$ cat config.mk
export PLATFORM = sky130hd
export DESIGN_NAME = result_bcd_converter
export DESIGN_NICKNAME = d
export VERILOG_FILES = /design/src/rtl/calc_pkg.sv /design/src/rtl/bcd_digit_adj.sv /design/src/rtl/result_bcd_converter.sv
export SDC_FILE = /design/constraint.sdc
export NUM_CORES = 1
export LEC_CHECK = 0
export CORE_MARGIN = 2
export CORE_UTILIZATION = 50
export DETAILED_ROUTE_END_ITERATION = 7
export PLACE_DENSITY = 0.73
export SLEW_MARGIN = 20
export SYNTH_ARGS = -nofsm -noshare
export SYNTH_HDL_FRONTEND = slang
export SYNTH_HIERARCHICAL = 1
export SYNTH_SLANG_ARGS = --single-unit
$ cat constraint.sdc
create_clock -name CLK -period 2.66 [get_ports CLK]
set_clock_uncertainty 0.1 [all_clocks]
set_input_delay 0.266 -clock CLK [delete_from_list [all_inputs] [get_ports CLK]]
set_output_delay 0.266 -clock CLK [all_outputs]
set_load 0.05 [all_outputs]
$ cat src/rtl/calc_pkg.sv
// Shared definitions for the calculator datapath: converter FSM states,
// BCD digit width and the ALU control encodings used by the sequencer.
package calc_pkg;

  localparam int BCD_DIGIT_W = 4;

  typedef enum logic [1:0] {
    IDLE    = 2'd0,
    CONVERT = 2'd1,
    FINISH  = 2'd2
  } state_t;

  localparam logic [2:0] CTRL_ADD = 3'b000;
  localparam logic [2:0] CTRL_SUB = 3'b001;

endpackage

$ cat src/rtl/bcd_digit_adj.sv
// One double-dabble digit correction: add 3 when the digit is 5 or more, so
// the following left shift carries correctly into the next decimal digit.
module bcd_digit_adj
  import calc_pkg::*;
(
  input  logic [BCD_DIGIT_W-1:0] i_digit,
  output logic [BCD_DIGIT_W-1:0] o_digit
);

  always_comb begin
    o_digit = i_digit;
    if (i_digit >= BCD_DIGIT_W'(5)) begin
      o_digit = i_digit + BCD_DIGIT_W'(3);
    end
  end

endmodule

$ cat src/rtl/result_bcd_converter.sv
// Sequential double-dabble converter: signed ALU result to sign + packed BCD,
// one magnitude bit per clock, results held until the next conversion ends.
module result_bcd_converter
  import calc_pkg::*;
#(
  parameter int IN_W   = 32,
  parameter int DIGITS = 10
) (
  input  logic                          CLK,
  input  logic                          RESET,
  input  logic                          START,
  input  logic [IN_W-1:0]               VALUE,
  input  logic                          NEG_IN,
  output logic                          BUSY,
  output logic                          DONE,
  output logic                          SIGN,
  output logic [BCD_DIGIT_W*DIGITS-1:0] BCD,
  output logic                          OVERFLOW,
  output state_t                        o_dbg_state
);

  localparam int CNT_W = $clog2(IN_W + 1);
  localparam int BCD_W = BCD_DIGIT_W * DIGITS;

  // Handshake: START is accepted only in IDLE (VALUE/NEG_IN sampled on that
  // edge); BUSY is high for the IN_W shift cycles; DONE pulses for one cycle
  // when BCD/SIGN/OVERFLOW update, and those outputs then hold.

  state_t             r_state;
  state_t             w_next_state;
  logic [BCD_W-1:0]   r_work;
  logic [BCD_W-1:0]   w_adj;
  logic [IN_W-1:0]    r_mag;
  logic [CNT_W-1:0]   r_cnt;
  logic               r_sign_lat;
  logic               r_ovf_acc;
  logic [BCD_W-1:0]   r_bcd;
  logic               r_sign;
  logic               r_ovf;
  logic               r_done;
  logic               w_last;

  for (genvar g = 0; g < DIGITS; g++) begin : g_adj
    bcd_digit_adj u_adj (
      .i_digit(r_work[g*BCD_DIGIT_W +: BCD_DIGIT_W]),
      .o_digit(w_adj[g*BCD_DIGIT_W +: BCD_DIGIT_W])
    );
  end

  assign w_last = (r_cnt == CNT_W'(1));

  always_ff @(posedge CLK) begin
    if (RESET) begin
      r_state <= IDLE;
    end else begin
      r_state <= w_next_state;
    end
  end

  always_comb begin
    w_next_state = r_state;
    case (r_state)
      IDLE:    if (START) w_next_state = CONVERT;
      CONVERT: if (w_last) w_next_state = FINISH;
      FINISH:  w_next_state = IDLE;
      default: w_next_state = IDLE;
    endcase
  end

  always_comb begin
    BUSY        = (r_state == CONVERT);
    DONE        = r_done;
    SIGN        = r_sign;
    BCD         = r_bcd;
    OVERFLOW    = r_ovf;
    o_dbg_state = r_state;
  end

  always_ff @(posedge CLK) begin
    if (RESET) begin
      r_work     <= '0;
      r_mag      <= '0;
      r_cnt      <= '0;
      r_sign_lat <= 1'b0;
      r_ovf_acc  <= 1'b0;
      r_bcd      <= '0;
      r_sign     <= 1'b0;
      r_ovf      <= 1'b0;
      r_done     <= 1'b0;
    end else begin
      r_done <= (r_state == FINISH);
      case (r_state)
        IDLE: begin
          if (START) begin
            r_sign_lat <= NEG_IN;
            // The most negative input negates to itself, which read as
            // unsigned is exactly the required magnitude 2^(IN_W-1).
            r_mag      <= NEG_IN ? (~VALUE + IN_W'(1)) : VALUE;
            r_work     <= '0;
            r_ovf_acc  <= 1'b0;
            r_cnt      <= CNT_W'(IN_W);
          end
        end
        CONVERT: begin
          r_work    <= {w_adj[BCD_W-2:0], r_mag[IN_W-1]};
          r_mag     <= {r_mag[IN_W-2:0], 1'b0};
          r_ovf_acc <= r_ovf_acc | w_adj[BCD_W-1];
          r_cnt     <= r_cnt - CNT_W'(1);
        end
        FINISH: begin
          r_bcd  <= r_work;
          r_sign <= r_sign_lat;
          r_ovf  <= r_ovf_acc;
        end
        default: ;
      endcase
    end
  end

endmodule

* After elaboration in Yosys (flattened, before gate mapping)
Cells that the tools add are included.
** Word-level totals
- Output and inout port bits :: 46
- Register bits after elaboration :: 125
** Cells by class
- Reductions and logical operators :: 5
- Add/subtract/negate cells :: 12
- Equal/unequal tests :: 5
- Bitwise gates (word level) :: 2
- Muxes and demuxes :: 22
- $lt $le $gt $ge :: 10
** Operators with widths (number)
- $pmux 40 s2 :: 1
- $mux 32 :: 2
- $pmux 32 s2 :: 1
- $add 4x2->4 const B :: 10
- $ge 4x3->1 const B :: 10
- $mux 4 :: 10
- $mux 40 :: 1
- $add 32x1->32 const B :: 1
- $not 32->32 :: 1
- $pmux 6 s2 :: 1
- $eq 6x1->1 const B :: 1
- $mux 6 :: 1
- $reduce_and 2->1 :: 3
- $sub 6x1->6 const B :: 1
- $mux 2 :: 2
- $pmux 2 s2 :: 1
- $eq 2x1->1 const B :: 1
- $eq 2x2->1 const B :: 1
- $logic_not 2->1 :: 1
- $ne 2x1->1 const B :: 1
- $ne 2x2->1 const B :: 1
- $pmux 1 s2 :: 1
- $reduce_bool 2->1 :: 1
- $mux 1 :: 1
- $or 1x1->1 :: 1

* Logic depth before layout (Yosys ltp)
Gate-level depths: netlist (run 1).
- Word-level depth :: 5
- Gate-level depth with buffers :: 7
- Gate-level depth less buffers :: 7

* Modules after synthesis
Netlist (run 1), hierarchy kept.
** Modules (own cells, without submodules)
- result_bcd_converter :: instances 1, area each 5197.5 um^2, cells an instance 578
- bcd_digit_adj :: instances 10, area each 101.3 um^2, cells an instance 16

* Least setup slack after synthesis (run 1)
Ideal clock, no wire load.
- Kind :: reg-to-reg
- From :: reg r_state[0], in the netlist o_dbg_state[0]
- To :: reg r_mag[20]
- Slack :: 0.318 ns
- Period minus slack after synthesis :: 2.342 ns
- Cell stages (with the launch flop) :: 7
- Arrival :: 2.166 ns
- Setup time :: 0.076 ns
- Path through :: dfxtp_1 nand2b_1 inv_1 clkbuf_1 buf_1 a21oi_1 o22ai_1
** On the way
- Cells in the longest elaborated chain, start to end :: 3
- Elaborated cells between the ends (all ways) :: 6
- Classes of those cells :: eq/ne: 2; mux: 1; reduce/logical: 3
** Ends and longest elaborated chain
- start: declaration :: RTL line result_bcd_converter.sv:29 : state_t r_state;
- start signal: assignment :: RTL line result_bcd_converter.sv:56 : r_state <= w_next_state;
- $eq 2x1->1 (*)
- via BUSY :: RTL line result_bcd_converter.sv:14 : output logic BUSY,
- $reduce_bool 2->1 (no source line)
- $reduce_and 2->1 (no source line)
- end signal: assignment :: RTL line result_bcd_converter.sv:98 : r_mag <= NEG_IN ? (~VALUE + IN_W'(1)) : VALUE;
- end signal: assignment :: RTL line result_bcd_converter.sv:106 : r_mag <= {r_mag[IN_W-2:0], 1'b0};
- end: declaration :: RTL line result_bcd_converter.sv:33 : logic [IN_W-1:0] r_mag;
The timed path passes the listed nets; every way through them passes the cells marked *.
A chain may end at the register's enable or synchronous reset.

* Worst setup path in the final report (run 1)
- From :: in VALUE[18]
- To :: reg r_mag[22]
** On the way
- Cells in the longest elaborated chain, start to end :: 5
** Ends and longest elaborated chain
- start: declaration :: RTL line result_bcd_converter.sv:12 : input logic [IN_W-1:0] VALUE,
- $not 32->32 :: RTL line result_bcd_converter.sv:98
- $add 32x1->32 :: RTL line result_bcd_converter.sv:98
- $mux 32 :: RTL line result_bcd_converter.sv:98
- $mux 32 :: RTL line result_bcd_converter.sv:94 : if (START) begin
- $pmux 32 s2 :: RTL line result_bcd_converter.sv:92 : case (r_state)
No other way between the ends. The select of a mux whose other input is x is not followed.

==> impl_metrics.env, run 1 <==
export IMPL_core_mm2=0.0121
export IMPL_path_cells="clkdlybuf4s50_1, or3_4, or4_4, or2_4, a2111oi_4, a211o_1"
export IMPL_layout_min_cycle_time_ns=2.19
export IMPL_die_area_mm2=0.0133
export IMPL_hold_viol_final=0
export IMPL_cts_tree="done"
export IMPL_vias=5572
export IMPL_grt_pass1_vias=5458
export IMPL_syn_area_per_cell_um2=8.42
export IMPL_intPower_w=0.00378
export IMPL_switching_share=0.233
export IMPL_seqPwrFrac=0.401
export IMPL_firstDrtPassIters=5
export IMPL_antenna_found_initial=0
export IMPL_critPathRequiredTime_ns=2.93
export IMPL_die_height_um=115
export IMPL_ios=82
export IMPL_yosysSeqAreaShare=0.403
export IMPL_dp_cells=959
export IMPL_tightest_slew_ns=0.630
export IMPL_dp_hpwl_mm=9.97
export IMPL_synth_seq_cells=125
export IMPL_power_switching_w=0.00115
export IMPL_cp_start_kind="input port"
export IMPL_post_drt_wl_per_cell_um=14.9
export IMPL_maxSlewHeadroom=0.577
export IMPL_syn_to_final_growth_pct=26.4
export IMPL_routed_top_layer="met4"
export IMPL_met3_wirelength_um=640
export IMPL_endpoint_kind="register"
export IMPL_p_per_area_mw_per_mm2=627
export IMPL_drc=0
export IMPL_fin_crit_sh=0.822
export IMPL_path_buf_inv=1
export IMPL_n_antenna_cell=0
export IMPL_port_buffers=81
export IMPL_cts_sinks=125
export IMPL_wl_met1_mm=6.59
export IMPL_tns_ns=0
export IMPL_postCtsSetupRepairBufs=0
export IMPL_ys_types=57
export IMPL_cts_repair_resize_count=0
export IMPL_synth_edff_count=0
export IMPL_critPathArrivalTime_ns=2.45
export IMPL_synthArstFlopShare=0
export IMPL_yosys_warnings=6
export IMPL_timing_max_cap_violations=0
export IMPL_drive_gt1_frac=0.104
export IMPL_globalRoute_totalOverflow=0
export IMPL_rsz0062_at_grt="no"
export IMPL_power_leakage_nw=2.91
export IMPL_cts_htree_levels=4
export IMPL_gp_congestion=0.849
export IMPL_nets=869
export IMPL_path_clk_slew_ns=0.05
export IMPL_worstPathMaxFanout=8
export IMPL_grt_max_degree=44
export IMPL_dr_wl_met2_mm=7.28
export IMPL_totalWireLength_mm=14.8
export IMPL_rows=40
export IMPL_clk_latency_ns=0.42
export IMPL_cts_root_buf="clkbuf_16"
export IMPL_fmax_ghz=0.457
export IMPL_drt_iter0_markers=400
export IMPL_grt_pass1_wl_mm=24.9
export IMPL_critPathMaxStageDelay_ns=0.51
export IMPL_status="complete, no violations"
export IMPL_track_usage=0.234
export IMPL_hold_buffers=0
export IMPL_ant_nets=0
export IMPL_floorplan_initialDensity=0.515
export IMPL_finalSetupViolCount=0
export IMPL_p_comb_frac=0.093
export IMPL_p_clk_frac=0.506
export IMPL_vdd_drop_max_mv=0.311
export IMPL_r2r_start="o_dbg_state[1]$_SDFFE_PP0P_"
export IMPL_startpoint="VALUE[18]"
export IMPL_crit_type="in -> reg"
export IMPL_syn_nets=797
export IMPL_syn_inst=738
export IMPL_cts_buffer_depth=2
export IMPL_synth_main_ff_cell="dfxtp_1"
export IMPL_final_cell_count_no_fill=991
export IMPL_die_w_um=115
export IMPL_finalMaxSlewViolations=0
export IMPL_numCtsBuffers=17
export IMPL_min_from="RESET"
export IMPL_hold_class="in -> reg"
export IMPL_netlist_area_mm2=0.00621
export IMPL_crit_family="simple AND/OR/NAND/NOR gates"
export IMPL_cp_slowest_cell="or4_4"
export IMPL_vias_per_cell=5.62
==> per-layer routing <==
metal / global-route usage / vias to the layer above
met1: 0.280 / 2642
met2: 0.407 / 144
met3: 0.0486 / 30
li1: - / 2756
met5: 0 / -
met4: 0.0996 / 0
==> cells in the final DEF, fill, tap and decap left out, types with 17 or more instances in the layout <==
cell type | netlist | final
nor2_1 | 32 | 31
nand2b_1 | 25 | 25
clkdlybuf4s50_1 | 0 | 79
a22oi_1 | 19 | 19
o21ai_0 | 17 | 17
o22ai_1 | 17 | 17
a22o_1 | 40 | 40
xor2_1 | 18 | 18
nand2_1 | 140 | 140
clkbuf_16 | 0 | 17
buf_4 | 0 | 19
dfxtp_1 | 125 | 125
inv_1 | 30 | 30
ha_1 | 23 | 23
a21oi_1 | 67 | 67
==> power groups by stage <==
stage	clock network (W)	registers (W)	logic [W]
floorplan	0	0.00201	0.000282
global placement	0	0.00201	0.000446
detailed placement	0	0.00201	0.000456
CTS	0.00252	0.00197	0.000459
global route	0.00261	0.00198	0.000506
finish	0.00249	0.00197	0.000459
==> flip-flops by register name, indices dropped and copies added, names as in the netlist <==
register,flops
r_work,40
r_sign_lat,1
o_dbg_state,2
OVERFLOW,1
BCD,40
r_mag,32
DONE,1
r_cnt,6
SIGN,1
r_ovf_acc,1
==> final cells by class <==
class	count	area, um2
inverter	30	113
sequential	125	2500
clock buffer	21	480
fill	1031	4210
multi-input combinational	536	3430
timing repair buffer	100	958
tap	168	210
clock inverter	11	163
==> cell usage after synthesis, types with 6 or more instances <==
master	n	area share
a21oi_1	67	0.054
a21oi_2	10	0.014
a22o_1	40	0.056
a22oi_1	19	0.023
and3_1	9	0.0091
buf_1	6	0.0036
clkbuf_1	39	0.024
dfxtp_1	125	0.40
ha_1	23	0.046
inv_1	30	0.018
mux2i_1	12	0.019
nand2_1	140	0.085
nand2b_1	25	0.025
nor2_1	32	0.019
nor3_1	6	0.0048
nor4_1	8	0.0081
o21ai_0	17	0.014
o21ai_1	10	0.0081
o22ai_1	17	0.017
o41ai_1	9	0.013
xnor2_1	14	0.020
xor2_1	18	0.025
==> final timing paths <==
| kind | endpoint | slack [ns] | depth (start not counted) |
|---|---|---|---|
| setup / recovery | r_mag[22]$_SDFFE_PP0P_ | 0.47 | 6 |
| hold reg to reg | BCD[5]$_SDFFE_PP0P_ | 0.35 | 2 |
| setup reg to reg | r_work[11]$_SDFFE_PP0P_ | 0.57 | 5 |
| hold / removal | r_mag[31]$_SDFFE_PP0P_ | 0.28 | 2 |
==> stage by stage <==
step	utilization	power (W)	cell area (um2)	hold slack (ns)	setup slack (ns)
finish	0.651	0.00493	7850	0.279	0.473
global route	0.651	0.00510	7850	0.299	0.323
global placement	0.598	0.00246	7210	0.344	0.126
detailed placement	0.598	0.00247	7210	0.345	0.0708
CTS	0.651	0.00496	7850	0.258	0.510
floorplan	-	0.00229	6210	0.302	0.318
==> logic make-up after synthesis <==
logic type      share of synthesized area
mux                                0.0212
fa+ha+maj                          0.0463
xor+xnor                           0.0451
buf+inv                            0.0479
flops                               0.403
compound gates                      0.241
simple gates                        0.196
Power figures use the tool's default switching activity.
==> run 2, diff against run 1 <==
==> constraint.sdc (replaced) <==
create_clock -name CLK -period 2.2 [get_ports CLK]
set_clock_uncertainty 0.1 [all_clocks]
set_input_delay 0.22 -clock CLK [delete_from_list [all_inputs] [get_ports CLK]]
set_output_delay 0.22 -clock CLK [all_outputs]
set_load 0.05 [all_outputs]
==> impl_metrics.env, run 2 (synthesis gave the netlist of run 1 again) <==
export IMPL_power_switching_w=0.00134
export IMPL_path_clk_slew_ns=0.05
export IMPL_worst_slack_ns=0.138
export IMPL_critPathArrivalTime_ns=2.31
export IMPL_crit_family="simple AND/OR/NAND/NOR gates"
export IMPL_ant_nets=0
export IMPL_antenna_found_initial=0
export IMPL_finalSetupViolCount=0
export IMPL_seqPwrFrac=0.412
export IMPL_final_cell_count_no_fill=1024
export IMPL_cp_start_kind="register"
export IMPL_hold_viol_final=0
export IMPL_rows=40
export IMPL_cts_buffer_depth=2
export IMPL_grt_pass1_vias=5607
export IMPL_layout_commonest_cell="nand2_1"
export IMPL_p_comb_frac=0.105
export IMPL_dp_cells=993
export IMPL_drive_gt1_frac=0.139
export IMPL_final_cell_mix="nand2_1 (140), dfxtp_1 (124), clkdlybuf4s50_1 (79), a21oi_1 (67), buf_4 (51)"
export IMPL_die_area_mm2=0.0133
export IMPL_layout_min_cycle_time_ns=2.06
export IMPL_crit_type="reg -> reg"
export IMPL_critPathMaxStageDelay_ns=0.65
export IMPL_numCtsBuffers=17
export IMPL_critPathRequiredTime_ns=2.45
export IMPL_nets=903
export IMPL_core_mm2=0.0121
export IMPL_path_cells="nand2b_1, nor2_2, buf_4, a22o_1"
export IMPL_path_buf_inv=1
export IMPL_p_clk_frac=0.482
export IMPL_intPower_w=0.00445
export IMPL_fin_util=0.671
export IMPL_pre_cts_ws_ns=-0.266
export IMPL_vias_per_cell=5.54
export IMPL_endpoint_kind="register"
export IMPL_post_drt_wl_per_cell_um=14.7
export IMPL_worst_hold_slack_ns=0.0429
export IMPL_finalMaxSlewViolations=0
export IMPL_syn_to_final_growth_pct=30.4
export IMPL_drc=0
export IMPL_die_height_um=115
export IMPL_maxSlewHeadroom=0.461
export IMPL_fmax_ghz=0.485
export IMPL_n_antenna_cell=0
export IMPL_die_w_um=115
export IMPL_drt_iter0_markers=370
export IMPL_switching_share=0.232
export IMPL_clk_latency_ns=0.41
export IMPL_fin_crit_sh=0.937
export IMPL_cp_slowest_cell="nor2_2"
export IMPL_cts_htree_levels=4
export IMPL_hold_class="in -> reg"
export IMPL_cts_tree="done"
export IMPL_worstPathMaxFanout=23
export IMPL_cts_sinks=125
export IMPL_tightest_slew_ns=0.807
export IMPL_globalRoute_totalOverflow=0
export IMPL_vdd_drop_max_mv=0.392
export IMPL_floorplan_initialDensity=0.515
export IMPL_firstDrtPassIters=4
export IMPL_status="complete, no violations"
export IMPL_postCtsSetupRepairBufs=0
export IMPL_gp_congestion=0.851
export IMPL_power_leakage_nw=3.08
export IMPL_timing_max_cap_violations=0
export IMPL_dp_hpwl_mm=10.6
export IMPL_grt_max_degree=48
export IMPL_ios=82
export IMPL_rsz0062_at_grt="no"
export IMPL_track_usage=0.236
export IMPL_grt_pass1_wl_mm=25.6
export IMPL_fillers=1002
export IMPL_p_per_area_mw_per_mm2=715
export IMPL_cts_root_buf="clkbuf_16"
export IMPL_port_buffers=81
export IMPL_vias=5677
export IMPL_totalWireLength_mm=15.1
## run 2: cell count changes in the layout (fill, tap and decap cells not counted), sizes merged
cell and change:
clkinvlp -3, clkbuf +5, bufinv -2, clkinv -1
buf +34
## run 2: stage by stage
step	instance area (um2)	power (W)	TNS (ns)
5_1_grt	8100	0.00599	0
4_1_cts	8090	0.00582	0
3_3_place_gp	7490	0.00302	-2.31
3_5_place_dp	7490	0.00304	-3.11
2_1_floorplan	6210	0.00277	0
6_report	8100	0.00579	0
## run 2: power by group through the flow
stage	clock network [W]	logic (W)	registers (W)
after floorplan	0	0.000341	0.00243
after global placement	0	0.000591	0.00243
after detailed placement	0	0.000607	0.00243
after CTS	0.00283	0.000608	0.00239
after global routing	0.00293	0.000667	0.00240
final	0.00279	0.000609	0.00239
## run 2: cell type report
cell class | count | area, um2 | share of cell area
flip-flops and latches | 125 | 2500 | 0.309
repair buffers | 134 | 1240 | 0.153
well taps | 168 | 210 | 0.0260
multi-input cells | 536 | 3440 | 0.424
inverters | 30 | 113 | 0.0139
clock inverters | 5 | 78.8 | 0.00973
clock buffers | 26 | 519 | 0.0641
## run 2: layer usage
metal	vias up	global-route usage	wire length, um
li1	2821	-	-
met1	2685	0.293	6810
met2	145	0.404	7400
met3	26	0.0481	616
met4	0	0.0908	236
met5	-	0	0
## run 2: timing repair
item,4_1_cts,5_1_grt
hold buffers,0,0
setup endpoints to repair,0,2
resized for setup,0,2
## run 2: worst paths after layout
| path | startpoint | end | slack, ns | depth (start not counted) |
|---|---|---|---|---|
| hold reg to reg | BCD[11]$_SDFFE_PP0P_ | BCD[11]$_SDFFE_PP0P_ | 0.35 | 2 |
| setup reg to reg | o_dbg_state[0]$_SDFFE_PP0P_ | r_work[33]$_SDFFE_PP0P_ | 0.14 | 4 |
| hold / removal | RESET | o_dbg_state[0]$_SDFFE_PP0P_ | 0.04 | 2 |
| setup / recovery | o_dbg_state[0]$_SDFFE_PP0P_ | r_work[33]$_SDFFE_PP0P_ | 0.14 | 4 |
